**src/rtl/seg_pkg.sv**
```systemverilog
// Shared types and constants for the seven-segment scan controller.
package seg_pkg;

  localparam int unsigned NUM_DIGITS = 4;
  localparam int unsigned BCD_W      = 4;
  localparam int unsigned DATA_W     = NUM_DIGITS * BCD_W;

  localparam logic [0:6]            SEG_BLANK = 7'b1111111;
  localparam logic [NUM_DIGITS-1:0] AN_OFF    = 4'b1111;

  typedef logic [1:0]       digit_idx_t;
  typedef logic [BCD_W-1:0] bcd_t;

  // Display payload: four BCD digits plus per-digit decimal points (active-high).
  typedef struct packed {
    logic [DATA_W-1:0]     digits;
    logic [NUM_DIGITS-1:0] dp;
  } disp_t;

  // Extract digit i (0 = rightmost) from a packed four-digit value.
  function automatic bcd_t digit_of(input logic [DATA_W-1:0] digits, input digit_idx_t i);
    return digits[{i, 2'b00} +: BCD_W];
  endfunction

endpackage

```
**src/rtl/seg_refresh_timer.sv**
```systemverilog
// Slot counter and digit index for the display scan. All status flags are
// registered and describe the current value of cnt/idx.
module seg_refresh_timer
  import seg_pkg::*;
#(
  parameter int unsigned REFRESH_DIV  = 100000,
  parameter int unsigned BLANK_CYCLES = 2
) (
  input  logic       clk,
  input  logic       rst_n,
  output logic       slot_end,
  output logic       frame_wrap,
  output logic       in_blank,
  output logic       blank_end,
  output digit_idx_t idx
);

  localparam int unsigned      CNT_W      = (REFRESH_DIV > 1) ? $clog2(REFRESH_DIV) : 1;
  localparam logic [CNT_W-1:0] CNT_LAST   = CNT_W'(REFRESH_DIV - 1);
  localparam logic [CNT_W-1:0] BLANK_N    = CNT_W'(BLANK_CYCLES);
  localparam logic [CNT_W-1:0] BLANK_LAST = CNT_W'(BLANK_CYCLES - 1);

  logic [CNT_W-1:0] cnt;
  logic [CNT_W-1:0] cnt_n;
  digit_idx_t       idx_n;

  // Next slot position: wrap cnt at slot end and advance the digit.
  always_comb begin
    cnt_n = cnt + CNT_W'(1);
    idx_n = idx;
    if (cnt == CNT_LAST) begin
      cnt_n = '0;
      idx_n = idx + 2'd1;
    end
  end

  // Counters plus flags precomputed from the next position.
  always_ff @(posedge clk or negedge rst_n) begin
    if (!rst_n) begin
      cnt        <= '0;
      idx        <= '0;
      slot_end   <= 1'b0;
      frame_wrap <= 1'b0;
      in_blank   <= 1'b1;
      blank_end  <= (BLANK_LAST == '0);
    end else begin
      cnt        <= cnt_n;
      idx        <= idx_n;
      slot_end   <= (cnt_n == CNT_LAST);
      frame_wrap <= (cnt_n == CNT_LAST) && (idx_n == 2'd3);
      in_blank   <= (cnt_n < BLANK_N);
      blank_end  <= (cnt_n == BLANK_LAST);
    end
  end

endmodule

```
**src/rtl/seven_segment_scanner.sv**
```systemverilog
// Four-digit seven-segment scan controller with valid/ready display load and
// frame-aligned commit. Optional leading-zero suppression is enabled with
// the SEG_LEADING_ZERO_BLANK_EN macro.
module seven_segment_scanner
  import seg_pkg::*;
#(
  parameter int unsigned REFRESH_DIV  = 100000,
  parameter int unsigned BLANK_CYCLES = 2
) (
  input  logic        clk,
  input  logic        rst_n,
  input  logic        load_valid,
  input  logic [15:0] load_data,
  input  logic [3:0]  load_dp,
  output logic        load_ready,
  output logic [3:0]  bcd,
  input  logic [0:6]  seg_in,
  output logic [0:6]  seg,
  output logic        dp,
  output logic [3:0]  an,
  output logic        frame_start
);

  logic       slot_end;
  logic       frame_wrap;
  logic       in_blank;
  logic       blank_end;
  digit_idx_t idx;

  seg_refresh_timer #(
    .REFRESH_DIV  (REFRESH_DIV),
    .BLANK_CYCLES (BLANK_CYCLES)
  ) u_timer (
    .clk        (clk),
    .rst_n      (rst_n),
    .slot_end   (slot_end),
    .frame_wrap (frame_wrap),
    .in_blank   (in_blank),
    .blank_end  (blank_end),
    .idx        (idx)
  );

  disp_t     disp, disp_n;
  disp_t     pend, pend_n;
  logic      pending, pending_n;
  logic      drive_q, drive_n;
  bcd_t      bcd_n;
  logic [3:0] an_n;
  logic      dp_n;
  logic      accept;
  logic      commit;
  logic      suppress;

`ifdef SEG_LEADING_ZERO_BLANK_EN
  // Hide digit idx when it and every digit above it are zero and its dp is off.
  always_comb begin
    suppress = 1'b0;
    case (idx)
      2'd1:    suppress = (disp.digits[15:4]  == '0) && !disp.dp[1];
      2'd2:    suppress = (disp.digits[15:8]  == '0) && !disp.dp[2];
      2'd3:    suppress = (disp.digits[15:12] == '0) && !disp.dp[3];
      default: suppress = 1'b0;
    endcase
  end
`else
  assign suppress = 1'b0;
`endif

  // Next state: handshake, frame commit, decoder feed and next-cycle drive.
  // Drive never begins on a slot boundary, so idx is already the next-cycle digit.
  always_comb begin
    disp_n    = disp;
    pend_n    = pend;
    pending_n = pending;
    bcd_n     = bcd;
    an_n      = AN_OFF;
    dp_n      = 1'b1;
    drive_n   = 1'b0;
    accept    = load_valid & load_ready;
    commit    = frame_wrap & pending;

    if (accept) begin
      pend_n.digits = load_data;
      pend_n.dp     = load_dp;
      pending_n     = 1'b1;
    end
    if (commit) begin
      disp_n    = pend;
      pending_n = 1'b0;
    end

    if (slot_end) begin
      bcd_n = digit_of(disp_n.digits, idx + 2'd1);
    end

    drive_n = !slot_end && (!in_blank || blank_end) && !suppress;
    if (drive_n) begin
      an_n = ~(NUM_DIGITS'(1) << idx);
      dp_n = ~disp.dp[idx];
    end
  end

  // State and output registers.
  always_ff @(posedge clk or negedge rst_n) begin
    if (!rst_n) begin
      disp       <= '0;
      pend       <= '0;
      pending    <= 1'b0;
      load_ready <= 1'b1;
      bcd        <= '0;
      an         <= AN_OFF;
      dp         <= 1'b1;
      drive_q    <= 1'b0;
    end else begin
      disp       <= disp_n;
      pend       <= pend_n;
      pending    <= pending_n;
      load_ready <= ~pending_n;
      bcd        <= bcd_n;
      an         <= an_n;
      dp         <= dp_n;
      drive_q    <= drive_n;
    end
  end

  // Segments pass the registered decoder result straight through while driving,
  // so a single blank cycle is enough to hide decoder latency.
  assign seg         = drive_q ? seg_in : SEG_BLANK;
  assign frame_start = frame_wrap;

endmodule

```
**config.mk**
```make
export PLATFORM = sky130hd
export DESIGN_NAME = seven_segment_scanner
export DESIGN_NICKNAME = d
export VERILOG_FILES = /design/src/rtl/seg_pkg.sv /design/src/rtl/seg_refresh_timer.sv /design/src/rtl/seven_segment_scanner.sv
export SDC_FILE = /design/constraint.sdc
export NUM_CORES = 1
export LEC_CHECK = 0
export BUFFER_PORTS_ARGS = -buffer_cell sky130_fd_sc_hd__buf_2
export CAP_MARGIN = 20
export CELL_PAD_IN_SITES_DETAIL_PLACEMENT = 0
export CELL_PAD_IN_SITES_GLOBAL_PLACEMENT = 2
export CORE_ASPECT_RATIO = 0.75
export CORE_UTILIZATION = 32
export CTS_CLUSTER_DIAMETER = 30
export DETAILED_ROUTE_END_ITERATION = 8
export PLACE_DENSITY = 0.74
export SLEW_MARGIN = 10
export SYNTH_ARGS = -nofsm -noshare
export SYNTH_HDL_FRONTEND = slang
export SYNTH_SLANG_ARGS = --single-unit
```
**constraint.sdc**
```tcl
create_clock -name clk -period 4.5 [get_ports clk]
set_input_delay 0.9 -clock clk [delete_from_list [all_inputs] [get_ports clk]]
set_output_delay 0.9 -clock clk [all_outputs]
set_load 0.02 [all_outputs]
```
* After elaboration in Yosys (flattened, before gate mapping)
Cells that the tools add are included.
Widths: inputs -> output; s select.
** Operators by class
- Add/sub/neg operators :: 2
- $mul :: 0
- Div/mod/pow operators :: 0
- Order comparisons :: 2
- Eq/ne operators :: 4
- Shift-type cells :: 2
- Mux-type cells :: 10
- Bitwise logic cells :: 5
- Reduce and logical (&&, ||, !) cells :: 5
** Operators by type and width (count)
- $eq 17x17->1 const B :: 2
- $mux 20 :: 1
- $add 17x1->17 const B :: 1
- $eq 17x1->1 const B :: 1
- $lt 17x2->1 const B :: 1
- $mux 17 :: 1
- $shiftx 16x5->4 :: 1
- $mux 7 :: 1
- $mux 1 :: 4
- $mux 4 :: 1
- $not 4->4 :: 1
- $shl 1x2->4 const A :: 1
- $lt 2x3->1 const B :: 1
- $add 2x1->2 const B :: 1
- $and 1x1->1 :: 2
- $bmux 1 s2 :: 1
- $eq 2x2->1 const B :: 1
- $logic_and 1x1->1 :: 2
- $logic_not 1->1 :: 2
- $mux 2 :: 1
- $not 1->1 :: 2
- $logic_or 1x1->1 :: 1
** Storage, ports and cells
- Bits in registers :: 75
- Bits in latches :: 0
- RAM bits :: 0
- Memory bits (read-only) :: 0
- Input bits :: 30
- Output and inout port bits :: 18
- Logic and storage cells :: 46
- Memories kept :: 0

* Depth between registers and ports, before layout
- Depth in word-level cells :: 4
- Depth in mapped cells :: 8
- Depth with buffers taken out :: 7

* Cells and area by module
A second synthesis with hierarchy kept.
** Unflattened totals
- Cell total of the unflattened synthesis :: 256
- Area, all modules :: 3397.0 um^2
** By module, submodules not included
- seven_segment_scanner :: times used 1, cells each 130, area an instance 2119.5 um^2
- seg_refresh_timer :: times used 1, cells each 126, area an instance 1277.5 um^2

* Worst setup path after synthesis
No wires, ideal clock.
- Path kind :: register to register
- From :: register u_timer.cnt[0]
- To :: register u_timer.frame_wrap
- Arrival time :: 2.293 ns
- Data required time :: 4.393 ns
- Path slack :: 2.100 ns
- Cell stages (with the launch flop) :: 8
- Buffers on the path :: 0
- Period minus slack after synthesis :: 2.400 ns
- Path through :: dfrtp_1 ha_1 nand4_1 nor4_1 xor2_1 or4_4 or2_4 a2111oi_4
** Between the ends
- Word-level cells in the longest chain between the ends :: 4
** Ends and longest elaborated chain
- from (decl) :: RTL line seg_refresh_timer.sv:23 : logic [CNT_W-1:0] cnt;
- from (signal assigned) :: RTL line seg_refresh_timer.sv:47 : cnt <= cnt_n;
- $add 17x1->17 / $eq 17x17->1 (equally long branches) :: RTL line seg_refresh_timer.sv:29, seg_refresh_timer.sv:31
- $mux 17 (*) :: RTL line seg_refresh_timer.sv:31 : if (cnt == CNT_LAST) begin
- via u_timer.cnt_n[14] :: RTL line seg_refresh_timer.sv:24 : logic [CNT_W-1:0] cnt_n;
- $eq 17x17->1 (*) :: RTL line seg_refresh_timer.sv:50 : frame_wrap <= (cnt_n == CNT_LAST) && (idx_n == 2'd3);
- $logic_and 1x1->1 (*) :: RTL line seg_refresh_timer.sv:50
- to (signal assigned) :: RTL line seg_refresh_timer.sv:50
- to (decl) :: RTL line seg_refresh_timer.sv:12 : output logic frame_wrap,
The timed path passes the listed nets; every way through them passes the cells marked *.
A chain may end at the register's enable or synchronous reset.

* Final worst setup path
Ends and elaborated chain as after synthesis.

==> flow_summary.ini <==
[critical_path]
path_max_fanout = 6
crit_arrival_ns = 2.82
slowest_stage = or4_4
required_ns = 4.73
path_buf_inv = 0
end_kind = flop
reg2reg_from = u_timer.cnt[0]
r2r-end = u_timer.frame_wrap
path_cells = ha_1, nand4_1, nor4_1, xor2_1, or4_4, or2_4, a2111oi_4
crit_type = flop to flop
reg2reg_depth = 7
cp-start-kind = flop
cp-startpoint = u_timer.cnt[0]
critPathMaxStageDelay_ns = 0.54
cp.depth = 7
rrSetupSlack_ns = 1.91
crit_family = simple AND/OR/NAND/NOR gates
cp-endpoint = u_timer.frame_wrap

[clock_network]
cts_tree = built
ctsHoldBuffers = 0
htree_num_levels = 3
clockRootBuffer = clkbuf_16
cts_buffer_depth = 2
clock_sinks = 75
clock_latency_ns = 0.34
cts_setup_buffers = 0
cts_resized = 0
clkTransAtPathRegs_ns = 0.06
cts_inserted_buffers = 9

[timing]
whs_ns = 0.4734
hold_viol_final = 0
max_slew.worst_pin.slew_ns = 1.004
min_period_ns = 2.589
min_period_over_period_pct = 57.53
rsz0062_at_grt = false
skew_ns = 0.006577
setup_total_negative_slack_ns = 0
relSlewSlack_pct = 33.10
fmaxAchievable_mhz = 386.3
setup_viol = 0
maxSlewViolCount = 0

[synthesis]
synth-compound-area-share_pct = 5.236
synth_cells = 273
synth_top_area_cell = dfrtp_1
synth_nets = 308
synth-simple-area-share_pct = 14.41
yosys_warnings = 0
synthTopCellsByArea = dfrtp_1 51%, mux2_2 14%, dfstp_2 5.5%
synth_seq_cells = 75
synth-xor-area-share_pct = 4.679
yosysSeqAreaShare_pct = 55.96
yosysTopAreaCellShare_pct = 50.50
muxShareOfSynthArea_pct = 14.37
avgSynthCellArea_sq_um = 12.34
syn_area_sq_um = 3369
synth_fa_ha_area_share_pct = 1.857
synth_top_family_by_area = simple AND/OR/NAND/NOR gates
synth_cell_types = 42

[flow_run]
maxCapViolations = 0

[grt]
grt.total_usage_pct = 13.43
antenna_found_initial = 0
grt_max_degree = 36
grt_pass1_wl_mm = 10.95
overflow = 0
grt_pass1_vias = 2086

[routing]
drt_iter0_drc = 131
drc = 0
wl_mm = 6.633
drtPass1Iterations = 4
vias_per_cell = 4.772
ant_nets = 0
dr_total_vias = 2200
drt-wirelength-per-cell_um = 14.39

[finish]
area_delta_synth_final_pct = 18.27
final_util_pct = 38.88
fin_nets = 355
final_common_cell = dfrtp_1
diodes = 0
final_cell_mix = 68 x dfrtp_1, 47 x buf_2, 41 x mux2_2
fin_cells = 461
drive_above_1_share_pct = 37.85

[floorplanning]
start_util_pct = 32.87
die-height_um = 90.87
die-area_sq_um = 10950
dieWidth_um = 120.5
std_cell_rows = 32
core_sq_um = 10250
boundaryPins = 48

[pwr]
p_per_area_nw_per_um2 = 399.2
ir_worst_vdd_v = 0.0002238
leakage_nw = 1.813

[worst_hold_path]
hold_path_class = flop to flop

[place]
dp_cells = 445
place.gp.congestion = 0.8465
dp_hpwl_mm = 4.679
port_buffers = 47

[run_status]
status = finished clean
## power by group
group / total (W) / switching (W) / internal [W] / leakage, nW
combinational: 0.000114 / 0.0000433 / 0.0000706 / 0.717
sequential: 0.000787 / 0.0000362 / 0.000751 / 0.955
clock: 0.000690 / 0.000265 / 0.000425 / 0.142
## cell type report
cell class	instances	area [sq um]
Inverter	7	26.28
Clock buffer	10	229.0
Sequential cell	75	1886
Clock inverter	6	57.56
Multi-Input combinational cell	178	1366
Fill cell	1011	6265
Tap cell	136	170.2
Timing Repair Buffer	49	250.2
## registers in the layout (all words and copies together) (netlist names)
name and count:
disp 20, pend 20, u_timer.cnt 17, an 4
bcd 4, u_timer.idx 2, dp 1, drive_q 1
load_ready 1, pending 1, u_timer.blank_end 1, u_timer.frame_wrap 1
u_timer.in_blank 1, u_timer.slot_end 1
## Yosys cell counts
library cell  count
a2111oi_4         1
a211oi_2          1
a21boi_1          1
a21o_1            4
a21oi_1           2
a31oi_1           5
a41oi_1           1
and2_1            1
and3_1            1
and3_2            1
and4_1            2
buf_1             1
buf_6             3
clkbuf_1          7
clkbuf_8          2
dfrtp_1          68
dfstp_2           7
ha_1              5
inv_1             7
mux2_2           41
mux4_2            1
nand2_1          24
nand2b_1         10
nand3_1          10
nand3b_1          1
nand4_1           7
nor2_1           17
nor2_2            1
nor3_1            4
nor4_1            4
nor4_2            1
nor4b_1           2
nor4b_2           1
o211ai_1          3
o21ai_0           3
o311a_2           1
or2_4             1
or3_1             1
or3_2             1
or4_4             1
xnor2_1           7
xor2_1           11
## metal layers
metal  vias up  share of wire (%)  global-route usage [%]
li1       1046                  -                       -
met1      1067                 52                   20.57
met2        74                 40                   16.38
met3        13                6.4                   4.356
met4         0                1.7                   6.584
met5         -                  0                       0
## through the flow
stage / instance area, sq um / power, W / setup WS, ns
after floorplan: 3369 / 0.0008650 / 2.100
after global placement: 3699 / 0.0009114 / 1.964
after detailed placement: 3699 / 0.0009179 / 1.934
after CTS: 3985 / 0.001621 / 1.918
after global routing: 3985 / 0.001666 / 1.747
final: 3985 / 0.001591 / 1.911
## worst min path at each step
stage / to / slack [ns] / start / cells after the start
6_report: load_ready / 0.47 / pending / 1
5_1_grt: disp[10] / 0.51 / disp[10] / 1
4_1_cts: load_ready / 0.47 / pending / 1
3_5_place_dp: load_ready / 0.46 / pending / 1
3_3_place_gp: load_ready / 0.46 / pending / 1
2_1_floorplan: load_ready / 0.43 / pending / 1
## cells by family after synthesis
logic type / after synthesis
fa+ha+maj: 5
flops: 75
xor+xnor: 18
simple gates: 91
mux: 42
compound gates: 22
buf+inv: 20
No activity file was read; power rests on OpenSTA's default activity.
